===== src/rtl/mips_loader_pkg.sv =====
// Shared types and constants for the boot-time instruction-memory loader.
package mips_loader_pkg;

  typedef enum logic [2:0] {
    HDR_HI,
    HDR_LO,
    DATA,
    FLUSH,
    RUN,
    ERROR
  } state_e;

  localparam int HDR_BYTES        = 2;
  localparam int INST_WIDTH_DFLT  = 32;
  localparam int BYTES_PER_WORD   = INST_WIDTH_DFLT / 8;

  function automatic int bytes_per_word(input int inst_width);
    return inst_width / 8;
  endfunction

endpackage


===== src/rtl/inst_mem_loader_byte_word_packer.sv =====
// Shifts stream bytes MSB-first into an instruction word and flags the last byte.
module byte_word_packer
  import mips_loader_pkg::*;
#(
  parameter int INST_WIDTH = 32
) (
  input  logic                  clk_i,
  input  logic                  rst_i,
  input  logic [7:0]            byte_i,
  input  logic                  take_i,
  output logic                  word_valid_o,
  output logic [INST_WIDTH-1:0] word_o
);

  localparam int BPW = bytes_per_word(INST_WIDTH);
  localparam int CW  = (BPW > 1) ? $clog2(BPW) : 1;

  logic [CW-1:0]         cnt_q;
  logic [INST_WIDTH-1:0] word_q;
  logic [INST_WIDTH-1:0] word_d;
  logic                  last;

  assign last   = (cnt_q == CW'(BPW - 1));
  assign word_d = (word_q << 8) | INST_WIDTH'(byte_i);

  // The completed word is offered on the same cycle the last byte is taken,
  // so the owner can register it without a bubble.
  assign word_valid_o = take_i && last;
  assign word_o       = word_d;

  always_ff @(posedge clk_i or posedge rst_i) begin
    if (rst_i) begin
      cnt_q  <= '0;
      word_q <= '0;
    end else if (take_i) begin
      word_q <= word_d;
      cnt_q  <= last ? '0 : cnt_q + CW'(1);
    end
  end

endmodule


===== src/rtl/inst_mem_loader.sv =====
// Boot loader: parses a length-prefixed byte stream into instruction-memory
// writes and holds the processor stalled until the final word has committed.
module inst_mem_loader
  import mips_loader_pkg::*;
#(
  parameter int ADDR_WIDTH = 10,
  parameter int INST_WIDTH = 32
) (
  input  logic                  clock,
  input  logic                  reset,
  input  logic [7:0]            in_data,
  input  logic                  in_valid,
  output logic                  in_ready,
  output logic                  mem_we,
  output logic [ADDR_WIDTH-1:0] mem_addr,
  output logic [INST_WIDTH-1:0] mem_wdata,
  output logic                  cpu_run,
  output logic                  load_error,
  output logic [ADDR_WIDTH:0]   words_loaded
);

  localparam logic [16:0] DEPTH = 17'(2 ** ADDR_WIDTH);

  state_e                state_q;
  logic [15:0]           hdr_q;
  logic [ADDR_WIDTH:0]   words_q;
  logic                  in_ready_q;
  logic                  mem_we_q;
  logic [ADDR_WIDTH-1:0] mem_addr_q;
  logic [INST_WIDTH-1:0] mem_wdata_q;
  logic                  cpu_run_q;
  logic                  load_error_q;

  logic                  xfer;
  logic                  take;
  logic                  word_valid;
  logic [INST_WIDTH-1:0] word;
  logic [15:0]           hdr_n;
  logic [16:0]           words_inc;

  assign xfer      = in_valid && in_ready_q;
  assign take      = xfer && (state_q == DATA);
  assign hdr_n     = {hdr_q[15:8], in_data};
  assign words_inc = 17'(words_q) + 17'd1;

  byte_word_packer #(
    .INST_WIDTH (INST_WIDTH)
  ) u_packer (
    .clk_i        (clock),
    .rst_i        (reset),
    .byte_i       (in_data),
    .take_i       (take),
    .word_valid_o (word_valid),
    .word_o       (word)
  );

  always_ff @(posedge clock or posedge reset) begin
    if (reset) begin
      state_q      <= HDR_HI;
      hdr_q        <= '0;
      words_q      <= '0;
      in_ready_q   <= 1'b1;
      mem_we_q     <= 1'b0;
      mem_addr_q   <= '0;
      mem_wdata_q  <= '0;
      cpu_run_q    <= 1'b0;
      load_error_q <= 1'b0;
    end else begin
      mem_we_q <= 1'b0;
      case (state_q)
        HDR_HI: if (xfer) begin
          hdr_q[15:8] <= in_data;
          state_q     <= HDR_LO;
        end
        HDR_LO: if (xfer) begin
          hdr_q[7:0] <= in_data;
          if ({1'b0, hdr_n} > DEPTH) begin
            state_q      <= ERROR;
            in_ready_q   <= 1'b0;
            load_error_q <= 1'b1;
          end else if (hdr_n == 16'd0) begin
            state_q    <= FLUSH;
            in_ready_q <= 1'b0;
          end else begin
            state_q <= DATA;
          end
        end
        DATA: if (word_valid) begin
          mem_we_q    <= 1'b1;
          mem_addr_q  <= words_q[ADDR_WIDTH-1:0];
          mem_wdata_q <= word;
          words_q     <= words_q + 1'b1;
          if (words_inc == {1'b0, hdr_q}) begin
            state_q    <= FLUSH;
            in_ready_q <= 1'b0;
          end
        end
        // One dead cycle lets the final mem_we commit before the first fetch.
        FLUSH: begin
          state_q   <= RUN;
          cpu_run_q <= 1'b1;
        end
        RUN:     state_q <= RUN;
        ERROR:   state_q <= ERROR;
        default: state_q <= ERROR;
      endcase
    end
  end

  assign in_ready     = in_ready_q;
  assign mem_we       = mem_we_q;
  assign mem_addr     = mem_addr_q;
  assign mem_wdata    = mem_wdata_q;
  assign cpu_run      = cpu_run_q;
  assign load_error   = load_error_q;
  assign words_loaded = words_q;

endmodule


===== config.mk =====
export PLATFORM = sky130hd
export DESIGN_NAME = inst_mem_loader
export DESIGN_NICKNAME = d
export VERILOG_FILES = /design/src/rtl/mips_loader_pkg.sv /design/src/rtl/inst_mem_loader_byte_word_packer.sv /design/src/rtl/inst_mem_loader.sv
export SDC_FILE = /design/constraint.sdc
export NUM_CORES = 1
export LEC_CHECK = 0
export ABC_AREA = 1
export BUFFER_PORTS_ARGS = -buffer_cell sky130_fd_sc_hd__buf_2
export CAP_MARGIN = 20
export CORE_MARGIN = 8
export CORE_UTILIZATION = 50
export CTS_BUF_LIST = sky130_fd_sc_hd__clkbuf_4
export CTS_CLUSTER_SIZE = 12
export DETAILED_ROUTE_END_ITERATION = 10
export PLACE_DENSITY = 0.73
export SKIP_CTS_REPAIR_TIMING = 1
export SLEW_MARGIN = 15
export SYNTH_ARGS = -nofsm -noshare
export SYNTH_HDL_FRONTEND = slang
export SYNTH_SLANG_ARGS = --single-unit

===== constraint.sdc =====
create_clock -name clock -period 8.9 [get_ports clock]
set_input_delay 1.78 -clock clock [delete_from_list [all_inputs] [get_ports clock]]
set_output_delay 1.78 -clock clock [all_outputs]
set_load 0.01 [all_outputs]

# == After elaboration in Yosys (flattened, before gate mapping) ==
# Cells that the tools add are included.
# op_classes
addsub,3
n_reduce_logical,13
n_lt_le_gt_ge,1
n_bitwise,1
eq_ne,11
muxes,16
# ops
cell,count
$or A32 B8 Y32,1
$eq A12 B16 Y1,1
$gt A16 B11 Y1 const B,1
$logic_not A16 Y1,1
$mux W3,5
$add A11 B1 Y12 const B,1
$pmux W3 S4,1
$add A11 B1 Y11 const B,1
$mux W1,8
$eq A3 B2 Y1 const B,2
$reduce_and A2 Y1,3
$reduce_and A5 Y1,1
$ne A2 B1 Y1 const B,2
$ne A2 B2 Y1 const B,2
$reduce_and A4 Y1,1
$eq A3 B1 Y1 const B,1
$eq A3 B3 Y1 const B,1
$logic_and A1 B1 Y1,3
$logic_not A3 Y1,1
$ne A3 B3 Y1 const B,1
$reduce_and A3 Y1,1
$add A2 B1 Y2 const B,1
$eq A2 B2 Y1 const B,1
$mux W2,1
3 further kinds,3
# totals
ff_bits,102

# == Logic depth before layout (Yosys ltp) ==
# depth
depth_word,5
depth_mapped,14
ltp_nobuf,14

# == Modules after synthesis ==
# A second synthesis with hierarchy kept.
# unflattened
cells_unflattened,567
area_unflattened_um2,4579.4
# modules_own_cells
mod,seq_area_each_um2,cells_each,area_per_inst_um2,n_inst
inst_mem_loader,1903.1,447,3472.1,1
byte_word_packer,650.6,120,1107.3,1

# == Least setup slack after synthesis ==
# No wires, ideal clock.
# synth_path
kind,input to register
start,input in_valid
end,register state_q[2]
required_time_ns,8.777
setup_time_ns,0.123
n_path_buf,0
path_slack_ns,6.095
t_arrival_ns,2.681
path_stages,11
cell_sequence,nand2_1 -> inv_1 -> nand3_4 -> nor2_8 -> nand2_1 -> nor2_1 -> nand3_1 -> nor2_1 -> nand2_1 -> nand2_2 -> a21oi_1
# synth_via
elab_chain_cells,5
# synth_lines
item,line_no,source
start: declaration,inst_mem_loader.sv:12,"input logic in_valid,"
$logic_and A1 B1 Y1 *,inst_mem_loader.sv:41,assign xfer = in_valid && in_ready_q;
$logic_and A1 B1 Y1,inst_mem_loader.sv:42,assign take = xfer && (state_q == DATA);
$logic_and A1 B1 Y1,inst_mem_loader_byte_word_packer.sv:28,assign word_valid_o = take_i && last;
$ne A2 B1 Y1 (no source line),--,
$reduce_and A4 Y1 (no source line) *,--,
end signal: assignment,inst_mem_loader.sv:59,state_q <= HDR_HI;
end signal: assignment,inst_mem_loader.sv:73,state_q <= HDR_LO;
end signal: assignment,inst_mem_loader.sv:78,state_q <= ERROR;
end: declaration,inst_mem_loader.sv:24,state_e state_q;
# Every way passes the cells marked *; elsewhere a longest branch is shown, timed or not.
# A chain may end at the register's enable or synchronous reset.

# == Worst setup path in the final report ==
# layout_path
start,input in_valid
end,register mem_wdata_q[6] (netlist: mem_wdata[6])
# layout_via
elab_chain_cells,4
# layout_lines
item,line_no,source
$logic_and A1 B1 Y1,inst_mem_loader.sv:41,
$logic_and A1 B1 Y1,inst_mem_loader.sv:42,
$logic_and A1 B1 Y1,inst_mem_loader_byte_word_packer.sv:28,
$reduce_and A2 Y1 (no source line),--,
end signal: assignment,inst_mem_loader.sv:91,mem_wdata_q <= word;
end: declaration,inst_mem_loader.sv:30,logic [INST_WIDTH-1:0] mem_wdata_q;
# No other way between the ends.

==> reports/results.txt <==
routed via count = 3,480
worst path cell trace = buf_2, nand2_1, inv_1, nand3_4, nor2_8, inv_2, buf_12, o21ai_0
Worst Path Required = 9.26 ns
H-tree depth = 3
synth unique cells = 30
GRT overflow = 0
#FFs+latches synth = 102
drt total wl = 9.69 mm
pre-CTS setup slack = 4.91 ns
clk slew on worst S/H paths = 0.15 ns
pin count of the biggest net entering global routing = 83
Max-Cap Viols = 0
post-route clock period utilization = 38.1%
dpl hpwl = 6.93 mm
# IOs = 68
Setup CP Type = input pin to flip-flop
worst path arrival time = 3.75 ns
Cells after Synth = 516
Clock Latency Late Sink = 0.44 ns
unrepaired setup endpoints after global routing = no
antenna-violating nets left = 0
Hold WC Path Type = flip-flop to flip-flop
Placed Cells = 674
most common cell after layout, fill and taps aside = nand2_1
vias in the first global route = 3,395
Static Leak = 2.65 nW
CTS tree = built
Final Skew = 0.0154 ns
Nets = 592
max incr delay on CP = 0.47 ns
Tot GR Track Use = 17.0%
Slew @ Worst Pin = 0.677 ns
clock tree buffer depth = 2
die area = 0.0121 mm²
fmax = 295 MHz
most frequent cells in the layout = nand2_1 (172), dfrtp_1 (101), o21ai_0 (85)
startpoint types = input pin
post-synthesis cell area = 0.00441 mm²
endpoints failing hold = 0
Final setup violation count = 0
Yosys Warn Count = 0
row cnt = 34
Setup TNS Final = 0 ns
Non-Filler Instances = 691
Crit. End Element = flip-flop
GP Congestion = 0.814
WL per Instance = 14.0 µm
proportion of layout cells with a drive suffix above 1 = 17.0%
fin util = 58.1%
drt via density = 5.04
Pins Over Slew Limit = 0
status = finished clean
Avg Inst Size Synth = 8.55 µm²
register area share after synthesis = 57.9%
drt drc = 0
crit-path leading delay family = simple AND/OR/NAND/NOR gates
overall die height = 110 µm
first-pass GRT wire length = 16.3 mm
final worst path period need = 3.39 ns
clock root buffer = clkbuf_4
Starting Density = 51.1%
first drt pass iteration count = 4
initial antenna violation count = 0
core area = 0.00864 mm²
relative slew slack = 54.7%
CP max-delay cell = nor2_8
First DRT Iteration DRCs = 137
Num CTS Buffers = 9
Worst VDD drop = 0.0826 mV
Area Overhead vs Synth = 13.7%
final worst-path setup slack = 5.51 ns
maximum fanout along the worst path = 51
crit path buf inv count = 4
syn nets = 529
ant diodes = 0
Power Density = 150 mW/mm²
PortBufs = 67
Pwr Total = 0.750 mW
Num Clock Sinks = 102
Die Wd = 110 µm
[sequential cells by signal (all words and copies together) (netlist names)]
name	flops
mem_addr	10
cpu_run	1
u_packer.word_q	24
load_error	1
hdr_q	16
mem_wdata	32
state_q	3
u_packer.cnt_q	2
in_ready	1
mem_we	1
words_loaded	11
[routing by layer]
layer | vias to the layer above | routed length, µm | GRT usage (%)
met5 | - | 0 | 0
met4 | 0 | 205 | 8.20
met2 | 75 | 4390 | 26.2
met1 | 1631 | 4540 | 22.9
met3 | 19 | 557 | 3.11
li1 | 1755 | - | -
[worst reg2reg max path, cell delays in order, from the launching register on]
cell     delay, ns
dfstp_2       0.57
nand2_1       0.08
inv_1         0.14
nand3_4       0.40
nor2_8        0.49
inv_2         0.30
buf_12        0.27
o21ai_0       0.21
[final timing paths]
path                          start                  end  slack [ns]  cells after the start
max reg2reg                in_ready         mem_wdata[6]        6.36                      7
max                        in_valid         mem_wdata[6]        5.51                      8
max in group asynchronous     reset  u_packer.word_q[11]        6.60                      4
min in group asynchronous     reset          mem_addr[3]        1.26                      2
min reg2reg                in_ready             in_ready        0.46                      2
min                        in_ready             in_ready        0.46                      2
[power by group]
group | total, mW | leakage [nW] | internal (mW) | switching, mW
logic | 0.0161 | 1.21 | 0.00319 | 0.0129
registers | 0.464 | 1.35 | 0.464 | 0
clock network | 0.270 | 0.0887 | 0.116 | 0.154
[final cells by class]
type | count | area [µm²]
Multi-Input combinational cell | 338 | 1560
Timing Repair Buffer | 70 | 383
Fill cell | 811 | 3620
Inverter | 58 | 220
Tap cell | 108 | 135
Clock buffer | 9 | 67.6
Clock inverter | 6 | 93.8
Sequential cell | 102 | 2550
[synthesized netlist by cell type (all sizes together)]
cell | instances | share of area [%]
a21o | 1 | 0.17
a21oi | 5 | 0.57
and3 | 1 | 0.14
buf | 4 | 0.54
clkbuf | 14 | 1.2
dfrtp | 101 | 57
dfstp | 1 | 0.60
ha | 2 | 0.57
inv | 58 | 4.9
nand2 | 176 | 15
nand3 | 26 | 3.2
nand3b | 2 | 0.34
nand4 | 6 | 0.85
nor2 | 23 | 2.8
nor3b | 1 | 0.17
o21a | 1 | 0.17
o21ai | 88 | 10
o21bai | 1 | 0.17
xnor2 | 2 | 0.40
xor2 | 3 | 0.60
[kinds of logic after synthesis]
kind of cell / after synthesis / share of synthesized area (%)
xor+xnor: 5 / 0.993
simple gates: 235 / 22.8
fa+ha+maj: 2 / 0.567
flops: 102 / 57.9
compound gates: 96 / 11.1
buf+inv: 76 / 6.66
[per-stage QoR]
step	cell area, µm²	hold WS (ns)
global placement	4820	0.439
CTS	4980	0.468
floorplan	4410	0.449
detailed placement	4820	0.444
finish	5020	0.462
global route	5020	0.494
Note: power is estimated with default switching activity, not from simulation.
